[config.mk]
export PLATFORM = sky130hd
export DESIGN_NAME = dkong_sound_cmd_seq
export DESIGN_NICKNAME = d
export VERILOG_FILES = /design/src/rtl/dkong_sound_cmd_seq.sv
export SDC_FILE = /design/constraint.sdc
export NUM_CORES = 1
export LEC_CHECK = 0
export ABC_CLOCK_PERIOD_IN_PS = 2200
export BUFFER_PORTS_ARGS = -buffer_cell sky130_fd_sc_hd__buf_2
export CELL_PAD_IN_SITES_DETAIL_PLACEMENT = 1
export CELL_PAD_IN_SITES_GLOBAL_PLACEMENT = 1
export CORE_ASPECT_RATIO = 0.7
export CORE_MARGIN = 1
export CORE_UTILIZATION = 44
export CTS_CLUSTER_DIAMETER = 40
export DETAILED_ROUTE_END_ITERATION = 12
export PLACE_DENSITY = 0.83
export REMOVE_ABC_BUFFERS = 1
export SYNTH_ARGS = -nofsm -noshare
export SYNTH_HDL_FRONTEND = slang
export SYNTH_SLANG_ARGS = --single-unit
[constraint.sdc]
create_clock -name masterclk -period 2.2 [get_ports masterclk]
set_input_delay 0.66 -clock masterclk [delete_from_list [all_inputs] [get_ports masterclk]]
set_output_delay 0.66 -clock masterclk [all_outputs]
set_load 0.02 [all_outputs]
[src/rtl/dkong_sound_cmd_seq.sv]
// Donkey Kong sound command sequencer.
// Main-CPU writes latch sfx/subsfx bits directly. Background commands go into a
// small FIFO, and a handshake FSM hands them to the sound CPU one at a time
// using audio_irq_n and snd_ack.
// Optional feature: define DKONG_SND_ACK_TIMEOUT_EN to abort a handshake when
// snd_ack does not arrive within ACK_TIMEOUT cycles.
module dkong_sound_cmd_seq #(
   parameter int FIFO_DEPTH  = 4,
   parameter int ACK_TIMEOUT = 65535
) (
   input  logic       masterclk,
   input  logic       rst_n,
   input  logic       cpu_wr,
   input  logic [1:0] io_sel,
   input  logic [2:0] io_idx,
   input  logic [7:0] cpu_din,
   input  logic       snd_ack,
   output logic [4:0] bg_port,
   output logic [7:0] sfx_port,
   output logic       subsfx_port,
   output logic       audio_irq_n,
   output logic       fifo_full,
   output logic       busy,
   output logic [1:0] err_flags
);

   localparam int AW = (FIFO_DEPTH > 1) ? $clog2(FIFO_DEPTH) : 1;
   localparam int CW = AW + 1;

   typedef enum logic [2:0] {
      S_IDLE,
      S_LOAD,
      S_ASSERT,
      S_WAIT_ACK,
      S_WAIT_REL
   } state_t;

   state_t          r_state, w_nxt;
   logic [4:0]      r_mem [FIFO_DEPTH];
   logic [AW-1:0]   r_wptr, r_rptr;
   logic [CW-1:0]   r_cnt;
   logic [4:0]      r_bg;
   logic [7:0]      r_sfx;
   logic            r_sub;
   logic            r_ovf;
   logic            w_req, w_full, w_empty, w_pop, w_push, w_ovf, w_tmo, w_tmo_err;
   logic [4:0]      w_push_data;

   // A bg write queues new data; an irq write with bit0 set re-queues whatever
   // is currently presented on bg_port (a resend).
   assign w_req       = cpu_wr && ((io_sel == 2'b00) || ((io_sel == 2'b10) && cpu_din[0]));
   assign w_push_data = (io_sel == 2'b00) ? cpu_din[4:0] : r_bg;
   assign w_full      = (r_cnt == CW'(FIFO_DEPTH));
   assign w_empty     = (r_cnt == '0);
   // LOAD is only entered with a non-empty queue and nothing else pops, so the
   // pop never underflows.
   assign w_pop       = (r_state == S_LOAD);
   // A pop in the same cycle frees a slot, so a push into a full queue is
   // still accepted then.
   assign w_push      = w_req && (!w_full || w_pop);
   assign w_ovf       = w_req && w_full && !w_pop;

   // Queue storage; contents need no reset, occupancy is tracked by r_cnt.
   always_ff @(posedge masterclk) begin
      if (w_push) r_mem[r_wptr] <= w_push_data;
   end

   // Queue pointers, occupancy and sticky overflow flag.
   always_ff @(posedge masterclk or negedge rst_n) begin
      if (!rst_n) begin
         r_wptr <= '0;
         r_rptr <= '0;
         r_cnt  <= '0;
         r_ovf  <= 1'b0;
      end else begin
         if (w_push) r_wptr <= r_wptr + AW'(1);
         if (w_pop)  r_rptr <= r_rptr + AW'(1);
         case ({w_push, w_pop})
            2'b10:   r_cnt <= r_cnt + CW'(1);
            2'b01:   r_cnt <= r_cnt - CW'(1);
            default: r_cnt <= r_cnt;
         endcase
         if (w_ovf) r_ovf <= 1'b1;
      end
   end

   // Direct latches and the presented bg command, which changes only in LOAD.
   always_ff @(posedge masterclk or negedge rst_n) begin
      if (!rst_n) begin
         r_bg  <= '0;
         r_sfx <= '0;
         r_sub <= 1'b0;
      end else begin
         if (w_pop) r_bg <= r_mem[r_rptr];
         if (cpu_wr && (io_sel == 2'b01)) r_sfx[io_idx] <= cpu_din[0];
         if (cpu_wr && (io_sel == 2'b11)) r_sub <= cpu_din[0];
      end
   end

`ifdef DKONG_SND_ACK_TIMEOUT_EN
   localparam int TW = (ACK_TIMEOUT > 1) ? $clog2(ACK_TIMEOUT) : 1;
   logic [TW-1:0] r_tcnt;
   logic          r_tmo_err;

   // Wait-for-ack timer: cleared in ASSERT, counts each WAIT_ACK cycle without
   // an ack; the last count aborts the handshake.
   always_ff @(posedge masterclk or negedge rst_n) begin
      if (!rst_n) begin
         r_tcnt    <= '0;
         r_tmo_err <= 1'b0;
      end else begin
         if (r_state == S_ASSERT) r_tcnt <= '0;
         else if ((r_state == S_WAIT_ACK) && !snd_ack) r_tcnt <= r_tcnt + TW'(1);
         if (w_tmo) r_tmo_err <= 1'b1;
      end
   end

   assign w_tmo     = (r_state == S_WAIT_ACK) && !snd_ack && (r_tcnt == TW'(ACK_TIMEOUT - 1));
   assign w_tmo_err = r_tmo_err;
`else
   // No timer: WAIT_ACK waits forever. ACK_TIMEOUT is referenced only to keep
   // the parameter meaningful in both builds; the term is constant false.
   assign w_tmo     = 1'b0 & (ACK_TIMEOUT == 0);
   assign w_tmo_err = 1'b0;
`endif

   // Handshake state register.
   always_ff @(posedge masterclk or negedge rst_n) begin
      if (!rst_n) r_state <= S_IDLE;
      else        r_state <= w_nxt;
   end

   // Handshake next-state; snd_ack is ignored outside WAIT_ACK/WAIT_REL.
   always_comb begin
      w_nxt = r_state;
      case (r_state)
         S_IDLE:     if (!w_empty) w_nxt = S_LOAD;
         S_LOAD:     w_nxt = S_ASSERT;
         S_ASSERT:   w_nxt = S_WAIT_ACK;
         S_WAIT_ACK: begin
            if (snd_ack)    w_nxt = S_WAIT_REL;
            else if (w_tmo) w_nxt = S_IDLE;
         end
         S_WAIT_REL: if (!snd_ack) w_nxt = S_IDLE;
         default:    w_nxt = S_IDLE;
      endcase
   end

   // Interrupt decoded from the state register, so async reset releases it
   // immediately and it rises the cycle after ack is seen.
   assign audio_irq_n = !((r_state == S_ASSERT) || (r_state == S_WAIT_ACK));
   assign bg_port     = r_bg;
   assign sfx_port    = r_sfx;
   assign subsfx_port = r_sub;
   assign fifo_full   = w_full;
   assign busy        = (r_state != S_IDLE) || !w_empty;
   assign err_flags   = {w_tmo_err, r_ovf};

endmodule
==> flow_summary_export.csv <==
group,metric,value,unit
run_status,outcome,"finished with violations",
run_status,violations,"DRC",
logic_synthesis,yosys-top-cells-area,"dfrtp_1 (30%), edfxtp_1 (29%), mux2_2 (8.2%), mux4_2 (5.4%), nand2_1 (4.2%)",
timing,min_period_over_period,94.9,%
cts,htreeDepth,2,
grt,grt_pass1_wl,7290,µm
timing,max-slew-margin-rel,60.6,%
place,placed_area,2330,µm²
place,gp_congestion,0.811,
logic_synthesis,ys.warnings.count,0,
worst_setup_path,start_kind,"flop",
route,drt_iter0_drc,75,
route,dr.pass1.iters,8,
worst_setup_path,cpMaxStageDelayCell,"fa_1",
cts,cts_buffer_depth,2,
logic_synthesis,synth_top_area_share,30.3,%
worst_setup_path,cp-end-kind,"flop",
worst_setup_path,worst-path-buf-inv,0,
cells_and_area,syn2layout_area_growth,17.1,%
cells_and_area,fill_cells,461,
run,max-cap-violations,0,
cts,cts.clk_slew.worst_paths,90,ps
worst_setup_path,crit-reg2reg-launch,"r_state[2]$_DFFE_PN0P_",
worst_setup_path,crit_required,2390,ps
route,routedWlPerCell,17.5,µm
power_and_ir_drop,p_clk_share,17.3,%
grt,first_global_vias,1481,
cts,cts_hold_buf,0,
cells_and_area,fin_nets,219,
cells_and_area,design_area,2420,µm²
route,ant_nets,0,
timing,tns,0,ps
grt,gr-total-overflow,0,
power_and_ir_drop,netSwitchingPower,1.11,mW
timing,maxSlewViolCount,0,
cts,cts_tree,"done",
floorplanning,start_util,46.7,%
cts,cts_resized,0,
timing,period_needed,2090,ps
power_and_ir_drop,seq_power_share,46.1,%
grt,grt_max_degree,26,
worst_setup_path,cp_cell_sequence,"or3b_4, a21oi_1, fa_1, mux2i_1, o22ai_1",
route,num_vias,1341,
route,drt-vias-per-instance,5.30,
logic_synthesis,synth_cell_type_count,37,
cells_and_area,fin_util,54.6,%
cts,numCtsBuffers,5,
logic_synthesis,ys_seq_area_share,59.3,%
cts,cts_setup_buffers,0,
floorplanning,rows,20,
floorplanning,die_h,59.3,µm
worst_setup_path,critPathMaxFanout,8,
floorplanning,io_pins,36,
grt,grtUsageTotal,20.3,%
hold_path,hold_path_class,"primary input to asynchronous set/reset pin",
logic_synthesis,synth_top_area_cell,"dfrtp_1",
power_and_ir_drop,pwr-share-comb,36.6,%
route,wl,4430,µm
timing,fmax,0.479,GHz
grt,antenna_found_initial,0,
logic_synthesis,synth-seq-cells,45,
worst_setup_path,regToRegSetupSlack,110,ps
cells_and_area,num_antenna_cells,0,
timing,rsz0062_at_grt,"false",
logic_synthesis,synthCells,155,
power_and_ir_drop,swShare,37.3,%
power_and_ir_drop,ir_drop,0.000541,V
logic_synthesis,ys.flop_type,"dfrtp_1",
cells_and_area,drive_gt1_share,36.4,%
logic_synthesis,avgSynthCellArea,13.3,µm²
cts,cts_root_buf,"clkbuf_8",
logic_synthesis,synth_edf_count,20,
floorplanning,core-area,4430,µm²
route,drc,4,
timing,tightest_slew,591,ps
power_and_ir_drop,p_leak,1.03,nW
worst_setup_path,reg2reg_depth,5,
cts,clock_sinks,45,
timing,setup_viol,0,
place,place_hpwl,3180,µm
floorplanning,dieArea,4980,µm²
logic_synthesis,syn_area,2070,µm²
worst_setup_path,max_stage_delay,500,ps
power_and_ir_drop,power_density,1230,nW/µm²
worst_setup_path,path_class,"flop to flop",
place,numPortBuffers,31,
worst_setup_path,critPathArrivalTime,2270,ps
logic_synthesis,synthArstFlopShare,55.6,%
power_and_ir_drop,p_int,1.87,mW
timing,skew,10.2,ps
cts,insertion_delay,300,ps
worst_setup_path,crit_family,"adder cells",
timing,finalHoldViolCount,0,
worst_setup_path,r2r_end,"r_cnt[1]$_DFFE_PN0P_",
floorplanning,die_w,83.9,µm
[synth_stat cells, types with 2 or more instances]
| library cell | instances |
|---|---|
| edfxtp_1 | 20 |
| mux2_2 | 15 |
| mux4_2 | 5 |
| nor2_1 | 7 |
| ha_1 | 4 |
| nor3_1 | 4 |
| dfrtp_1 | 25 |
| and3_1 | 2 |
| xnor2_1 | 3 |
| nand3_1 | 2 |
| nor3b_1 | 3 |
| a21oi_1 | 3 |
| nand2b_1 | 3 |
| o21ai_0 | 3 |
| inv_1 | 3 |
| buf_4 | 2 |
| nand3b_1 | 3 |
| clkbuf_1 | 2 |
| nand2_1 | 23 |
| and2_1 | 6 |
[metrics by stage]
step                      hold WS (ps)  instances  worst slack (ps)  total power [mW]
final                              353        253               112              2.98
after CTS                          374        253               119              3.02
after floorplan                    364        149               182              2.09
after global placement             439        245               124              2.38
after global routing               380        253              7.39              3.18
after detailed placement           448        245              45.3              2.49
[area by class of cell]
type                            count  area (µm²)  share of cell area [%]
Sequential cell                    45        1230                    50.7
Multi-Input combinational cell    101         792                    32.7
Timing Repair Buffer               41         230                    9.51
Clock buffer                        5        68.8                    2.84
Tap cell                           55        68.8                    2.84
Clock inverter                      3        22.5                   0.931
Inverter                            3        11.3                   0.465
[metal layers]
metal  routed length [µm]  part of all wire (%)  track usage, %
met3                  221                   5.0            5.15
met4                   72                   1.6            8.13
met1                 1920                    43            23.8
met2                 2220                    50            36.7
met5                    0                     0               0
[worst max path at each step]
stage	start	to	slack [ps]	depth (start not counted)
2_1_floorplan	io_sel[0]	r_cnt[2]$_DFFE_PN0P_	180	6
3_3_place_gp	io_sel[0]	r_cnt[2]$_DFFE_PN0P_	120	7
3_5_place_dp	io_sel[0]	r_cnt[2]$_DFFE_PN0P_	50	7
4_1_cts	r_state[2]$_DFFE_PN0P_	r_cnt[1]$_DFFE_PN0P_	120	5
5_1_grt	r_state[2]$_DFFE_PN0P_	r_cnt[1]$_DFFE_PN0P_	7	5
6_report	r_state[2]$_DFFE_PN0P_	r_cnt[1]$_DFFE_PN0P_	110	5
[layout by cell type, fill, tap and decap left out, types with 4 or more instances in the layout]
cell	n
buf_4	10
nor3_1	4
dfrtp_1	25
mux2_2	15
mux4_2	5
and2_1	6
clkbuf_8	5
nand2_1	23
edfxtp_1	20
ha_1	4
nor2_1	7
buf_2	31
[flip-flops by register name (all words and copies together), names as in the netlist]
signal       flops
r_state          3
r_wptr           2
r_mem           20
r_ovf            1
r_rptr           2
r_cnt            3
bg_port          5
subsfx_port      1
sfx_port         8
[power by group through the flow]
stage / registers (mW) / clock network [mW] / logic [mW]
2_1_floorplan: 1.44 / 0 / 0.651
3_3_place_gp: 1.36 / 0 / 1.02
3_5_place_dp: 1.40 / 0 / 1.10
4_1_cts: 1.38 / 0.531 / 1.11
5_1_grt: 1.42 / 0.561 / 1.20
6_report: 1.38 / 0.517 / 1.09
[logic make-up (layout without fill, tap and decap cells)]
| family | count (synthesis) | after routing | share of synthesized area (%) |
|---|---|---|---|
| AOI/OAI and AO/OA | 14 | 14 | 5.15 |
| xor gates and xnor gates | 3 | 3 | 1.27 |
| adders and majority gates | 5 | 5 | 3.39 |
| buffers and inverters | 9 | 52 | 2.36 |
| DFF | 45 | 45 | 59.3 |
| muxes | 21 | 21 | 14.1 |
| other | 1 | 1 | 0.181 |
| and+or+nand+nor | 57 | 57 | 14.2 |
(Power assumes the default switching activity.)
